===== config.mk =====
export PLATFORM = sky130hd
export DESIGN_NAME = rv32i_io_bridge
export DESIGN_NICKNAME = d
export VERILOG_FILES = /design/src/rtl/rv32i_pkg.sv /design/src/rtl/rv32i_io_bridge.sv
export SDC_FILE = /design/constraint.sdc
export NUM_CORES = 1
export LEC_CHECK = 0
export CORE_MARGIN = 2
export CORE_UTILIZATION = 44
export CTS_BUF_LIST = sky130_fd_sc_hd__clkbuf_8
export CTS_CLUSTER_DIAMETER = 30
export DETAILED_ROUTE_END_ITERATION = 8
export PLACE_DENSITY = 0.88
export SLEW_MARGIN = 5
export SYNTH_ARGS = -nofsm -noshare
export SYNTH_HDL_FRONTEND = slang
export SYNTH_SLANG_ARGS = --single-unit
export TNS_END_PERCENT = 30

===== constraint.sdc =====
create_clock -name clk -period 3 [get_ports clk]
set_input_delay 0.3 -clock clk [delete_from_list [all_inputs] [get_ports clk]]
set_output_delay 0.3 -clock clk [all_outputs]
set_load 0.05 [all_outputs]

===== src/rtl/rv32i_pkg.sv =====
// Shared definitions for the RV32I core-to-IO bridge.
//   state_e         : bridge FSM states
//   IO_SEL_BIT_DEF  : default address bit that selects IO space
//   RD_LAT_DEF      : default IO read latency in cycles
//   mask_wdata()    : zeroes every store byte lane whose enable is low
package rv32i_pkg;

    typedef enum logic [1:0] {
        ST_IDLE  = 2'd0,
        ST_WRITE = 2'd1,
        ST_READ  = 2'd2,
        ST_DONE  = 2'd3
    } state_e;

    localparam int IO_SEL_BIT_DEF = 31;
    localparam int RD_LAT_DEF     = 1;

    function automatic logic [31:0] mask_wdata(input logic [31:0] wdata,
                                               input logic [3:0]  be);
        logic [31:0] m;
        for (int b = 0; b < 4; b++) begin
            m[b*8 +: 8] = be[b] ? wdata[b*8 +: 8] : 8'h00;
        end
        return m;
    endfunction

endpackage


===== src/rtl/rv32i_io_bridge.sv =====
// Bridges the core data port to a simple registered IO responder.
// Accesses with d_addr[IO_SEL_BIT]=1 stall the core while a single IO
// write or a latency-RD_LAT read is performed; other accesses pass with
// d_ready=1 and never touch the IO side.
//   clk, reset         : clock, asynchronous active-low reset
//   d_req/d_we/d_addr  : core request, direction, byte address
//   d_wdata/d_be       : core store data and byte enables
//   d_ready/d_rdata    : completion strobe and IO load data
//   io_we/io_addr      : IO write strobe and word address
//   io_wdata/io_rdata  : IO write data and registered IO read data
module rv32i_io_bridge
    import rv32i_pkg::*;
#(
    parameter int ADDR_WIDTH = 15,
    parameter int IO_SEL_BIT = IO_SEL_BIT_DEF,
    parameter int RD_LAT     = RD_LAT_DEF
) (
    input  logic                  clk,
    input  logic                  reset,
    input  logic                  d_req,
    input  logic                  d_we,
    input  logic [31:0]           d_addr,
    input  logic [31:0]           d_wdata,
    input  logic [3:0]            d_be,
    output logic                  d_ready,
    output logic [31:0]           d_rdata,
    output logic                  io_we,
    output logic [ADDR_WIDTH-1:0] io_addr,
    output logic [31:0]           io_wdata,
    input  logic [31:0]           io_rdata
);

    state_e                state_q, state_d;
    logic                  we_q, we_d;
    logic [ADDR_WIDTH-1:0] io_addr_q, io_addr_d;
    logic [31:0]           io_wdata_q, io_wdata_d;
    logic [31:0]           d_rdata_q, d_rdata_d;
    logic [3:0]            cnt_q, cnt_d;

    logic accept;
    // Only a slice of the byte address reaches the IO side.
    logic unused_addr;
    assign unused_addr = ^d_addr;

    assign accept = d_req && d_addr[IO_SEL_BIT];

    always_comb begin
        state_d    = state_q;
        we_d       = we_q;
        io_addr_d  = io_addr_q;
        io_wdata_d = io_wdata_q;
        d_rdata_d  = d_rdata_q;
        cnt_d      = cnt_q;
        d_ready    = 1'b0;
        io_we      = 1'b0;

        case (state_q)
            ST_IDLE: begin
                // Stall is combinational so the core sees it in the
                // same cycle it presents an IO access.
                d_ready = !accept;
                if (accept) begin
                    io_addr_d  = d_addr[ADDR_WIDTH+1:2];
                    we_d       = d_we;
                    io_wdata_d = mask_wdata(d_wdata, d_be);
                    cnt_d      = 4'(RD_LAT);
                    state_d    = d_we ? ST_WRITE : ST_READ;
                end
            end
            ST_WRITE: begin
                io_we   = we_q;
                state_d = ST_DONE;
            end
            ST_READ: begin
                // Counter reaches zero in the cycle io_rdata becomes
                // valid for the address presented since entry.
                if (cnt_q != 4'd0) begin
                    cnt_d = cnt_q - 4'd1;
                end else begin
                    d_rdata_d = io_rdata;
                    state_d   = ST_DONE;
                end
            end
            ST_DONE: begin
                d_ready = 1'b1;
                state_d = ST_IDLE;
            end
            default: state_d = ST_IDLE;
        endcase
    end

    always_ff @(posedge clk or negedge reset) begin
        if (!reset) begin
            state_q    <= ST_IDLE;
            we_q       <= 1'b0;
            io_addr_q  <= '0;
            io_wdata_q <= '0;
            d_rdata_q  <= '0;
            cnt_q      <= '0;
        end else begin
            state_q    <= state_d;
            we_q       <= we_d;
            io_addr_q  <= io_addr_d;
            io_wdata_q <= io_wdata_d;
            d_rdata_q  <= d_rdata_d;
            cnt_q      <= cnt_d;
        end
    end

    assign io_addr  = io_addr_q;
    assign io_wdata = io_wdata_q;
    assign d_rdata  = d_rdata_q;

endmodule


# Word-level counts from Yosys, hierarchy flattened
# Cells that the tools add are included.
# word_totals
rom_bits	0
memories	0
reg_bits	86
inputBits	104
out_inout_bits	81
latch_bits	0
wordCells	36
ram_bits	0
# classes
n_eq_ne	6
mul	0
magnitude_cmp	0
div	0
shifts	0
n_reduce_logical	9
n_bitwise	1
add_sub_neg	1
mux	13
# ops
cell	n
$mux 8	4
$mux 4	2
$pmux 2 s4	1
$pmux 4 s2	1
$mux 2	3
$ne 2x2->1 const B	3
$reduce_and 2->1	3
$eq 2x2->1 const B	2
$reduce_bool 4->1	1
$sub 4x1->4 const B	1
$reduce_and 3->1	1
$eq 2x1->1 const B	1
$logic_not 2->1	1
$pmux 1 s2	1
$reduce_bool 2->1	1
$logic_and 1x1->1	1
$logic_not 1->1	1
$mux 1	1
$not 1->1	1

# Depth between registers and ports, before layout
# depth
ltp_word	3
mapped_depth	6
ltp_nobuf	5

# Least setup slack after synthesis
# Ideal clock, no wire load.
# synth_timing
kind	reg2out
from	reg state_q[0]
to	out d_ready
required_time_ns	2.700
t_arrival_ns	1.656
setup_slack_ns	1.044
path_stages_with_launch	6
path_buffers	0
cell_sequence	dfrtp_1 inv_1 ha_1 a21boi_4 nor2_1 nor2_1
# synth_via
elab_chain_len	2
elab_cells_between_ends	3
classes_between	eq/ne (1); mux (1); reduce/logical (1)
# synth_rtl
item	line_no	text
start: declaration	rv32i_io_bridge.sv:33	state_e state_q, state_d;
start signal: assignment	rv32i_io_bridge.sv:101	state_q <= state_d;
$eq 2x2->1 / $logic_not 2->1 (equally long branches)	rv32i_io_bridge.sv:57	case (state_q)
$pmux 1 s2 (*)	rv32i_io_bridge.sv:57	
end: declaration	rv32i_io_bridge.sv:25	output logic d_ready,
# Mark *: on every way between the ends. The rest lies on a longest branch, timed or not.

# Worst setup path in the final report
# Ends and elaborated chain as after synthesis.

==> results.sh <==
export IMPL_setup_ws_ps=334
export IMPL_seqPwrFrac=0.284
export IMPL_comb_power_share=0.601
export IMPL_yosysMostFrequentCell="dfrtp_1"
export IMPL_num_io_pins=185
export IMPL_clock_sinks=86
export IMPL_place_gp_congestion=0.766
export IMPL_ys_seq_area_frac=0.588
export IMPL_hold_path_class="input pin to async pin"
export IMPL_wl_per_cell_um=14.8
export IMPL_htreeDepth=3
export IMPL_antenna_found_initial=0
export IMPL_grt_pass1_vias=2679
export IMPL_synth_distinct_cells=31
export IMPL_max_freq_ghz=0.375
export IMPL_ctsHoldBuffers=0
export IMPL_synth_avg_cell_area_um2=12.7
export IMPL_grt_total_usage=0.183
export IMPL_grt_pass1_wl_um=12700
export IMPL_fin_util=0.687
export IMPL_clk_pin_slew_ps=90
export IMPL_syn_area_um2=3660
export IMPL_p_int_w=0.00378
export IMPL_die_h_um=95.2
export IMPL_worst_pin_slew_ps=1060
export IMPL_fin_hold_ws_ps=137
export IMPL_timing_final_crit_share=0.889
export IMPL_switching_share=0.473
export IMPL_drt_initial_drc_count=50
export IMPL_cp_max_fo=7
export IMPL_n_antenna_cell=0
export IMPL_clockPowerShare=0.115
export IMPL_wl_um=8340
export IMPL_ant_nets=0
export IMPL_synth_top_area_share=0.588
export IMPL_cts_tree="built"
export IMPL_area_delta_synth_final_pct=52.8
export IMPL_finalSetupViolations=0
export IMPL_post_cts_setup_buffer_count=0
export IMPL_crit_required_ps=2700
export IMPL_finClkSkew_ps=7.58
export IMPL_place_hpwl_um=6240
export IMPL_clockBufferDepth=2
export IMPL_relSlewSlack=0.293
export IMPL_rows=33
export IMPL_ctsResizeCount=0
export IMPL_root_buffer="clkbuf_8"
export IMPL_vias=2705
export IMPL_pre_cts_ws_ps=660
export IMPL_crit_path_start_kind="flip-flop"
export IMPL_ys_top_cells_by_area="dfrtp_1, mux2_4, nand2_1"
export IMPL_p_leak_nw=2.44
export IMPL_drv_cap=0
export IMPL_powerDensity_nw_per_um2=1280
export IMPL_finalHoldViolations=0
export IMPL_status="finished, final reports clean"
export IMPL_place_port_buffers=168
export IMPL_firstDrtPassIters=4
export IMPL_synth_nets=399
export IMPL_gr_total_overflow=0
export IMPL_startpoint="state_q[0]$_DFFE_PN0P_"
export IMPL_ys_flop_type="dfrtp_1"
export IMPL_layout_min_cycle_time_ps=2670
export IMPL_dieArea_um2=9060
export IMPL_cts_buffers=9
export IMPL_synth_ff_latch_count=86
export IMPL_yosys_warnings=0
export IMPL_synth_edff_count=0
export IMPL_max_vdd_ir_drop_mv=0.818
export IMPL_path_class="flip-flop to output pin"
export IMPL_grt_max_degree=87
export IMPL_coreArea_um2=8130
export IMPL_finalMaxSlewViolations=0
export IMPL_cp_arrival_ps=2370
export IMPL_synth_top_area_cell="dfrtp_1"
export IMPL_die_w_um=95.2
export IMPL_start_util=0.450
export IMPL_cp_end_kind="output pin"
export IMPL_insertion_delay_ps=340
export IMPL_route_detailed_drc=0
export IMPL_finalSetupTns_ps=0
export IMPL_viasPerCell=4.80
export IMPL_power_net_switching_w=0.00339
export IMPL_postSynth_asyncResetShare=1.00
export IMPL_rsz0062_at_grt="false"
export IMPL_r2r_start="state_q[0]$_DFFE_PN0P_"
export IMPL_final_nets=565
export IMPL_synth_common_cells="dfrtp_1, nand2_1, o21ai_0, mux2_4, mux2_2"
export IMPL_drive_above_1_share=0.168
export IMPL_synthCells=288
power groups by stage:
stage / Sequential (W) / Clock [W] / Combinational [W]
floorplan: 0.00387 / 0 / 0.00107
detailed placement: 0.00206 / 0 / 0.00433
finish: 0.00204 / 0.000826 / 0.00431
CTS: 0.00204 / 0.000857 / 0.00435
global placement: 0.00201 / 0 / 0.00426
global route: 0.00211 / 0.000913 / 0.00451
cell usage in the layout (no fill, tap or decap), types with 2 or more instances in the layout:
| cell | n |
|---|---|
| o21ai_0 | 34 |
| ha_1 | 7 |
| clkbuf_8 | 10 |
| nand2_1 | 68 |
| mux2_4 | 30 |
| dfrtp_1 | 86 |
| inv_6 | 2 |
| mux2_2 | 21 |
| inv_1 | 5 |
| clkdlybuf4s50_1 | 167 |
| nor2_1 | 3 |
| buf_4 | 3 |
critical path, cell delays in order, from the launching register on:
cell and delay, ps:
dfrtp_1 420, inv_1 120, ha_1 250, a21boi_4 290
nor2_1 60, nor2_1 90, clkdlybuf4s50_1 800
registers in the layout (all words and copies together), names as in the netlist:
name / cells
cnt_q: 4
d_rdata: 32
io_addr: 15
io_wdata: 32
state_q: 2
we_q: 1
cell families (layout without fill, tap and decap cells):
family          count (synthesis)  count (layout)  synth area share
compound gates                 41              41            0.0640
xor+xnor                        1               1           0.00239
fa+ha+maj                       7               7            0.0239
buf+inv                        21             192            0.0376
flops                          86              86             0.588
mux                            51              51             0.188
simple gates                   81              81            0.0961
layer usage:
layer,vias up,track usage,share of wire
met1,1280,0.217,0.39
li1,1299,-,-
met4,0,0.0688,0.013
met2,115,0.304,0.49
met3,11,0.0656,0.11
met5,-,0,0
through the flow:
stage / std cells / instance area (µm²) / power, W
finish: 564 / 5590 / 0.00717
global route: 564 / 5590 / 0.00753
CTS: 564 / 5590 / 0.00725
detailed placement: 548 / 5390 / 0.00639
global placement: 548 / 5390 / 0.00627
floorplan: 288 / 3660 / 0.00494
final cells by class:
| type | count | area [µm²] |
|---|---|---|
| repair buffers | 171 | 1710 |
| clock inverters | 6 | 68.8 |
| well taps | 105 | 131 |
| inverters | 5 | 18.8 |
| multi-input cells | 181 | 1370 |
| fillers | 572 | 2540 |
| clock buffers | 10 | 138 |
| flip-flops and latches | 86 | 2150 |
path summary, 6_finish.rpt:
path                                            end  slack [ps]  depth (start not counted)
max                                         d_ready         330                          6
min                         d_rdata[30]$_DFFE_PN0P_         140                          1
max reg2reg                 d_rdata[31]$_DFFE_PN0P_         820                          5
min reg2reg                io_wdata[27]$_DFFE_PN0P_         490                          2
max in group asynchronous  io_wdata[20]$_DFFE_PN0P_        2180                          1
min in group clk           io_wdata[27]$_DFFE_PN0P_         490                          2
(Power assumes the default switching activity.)
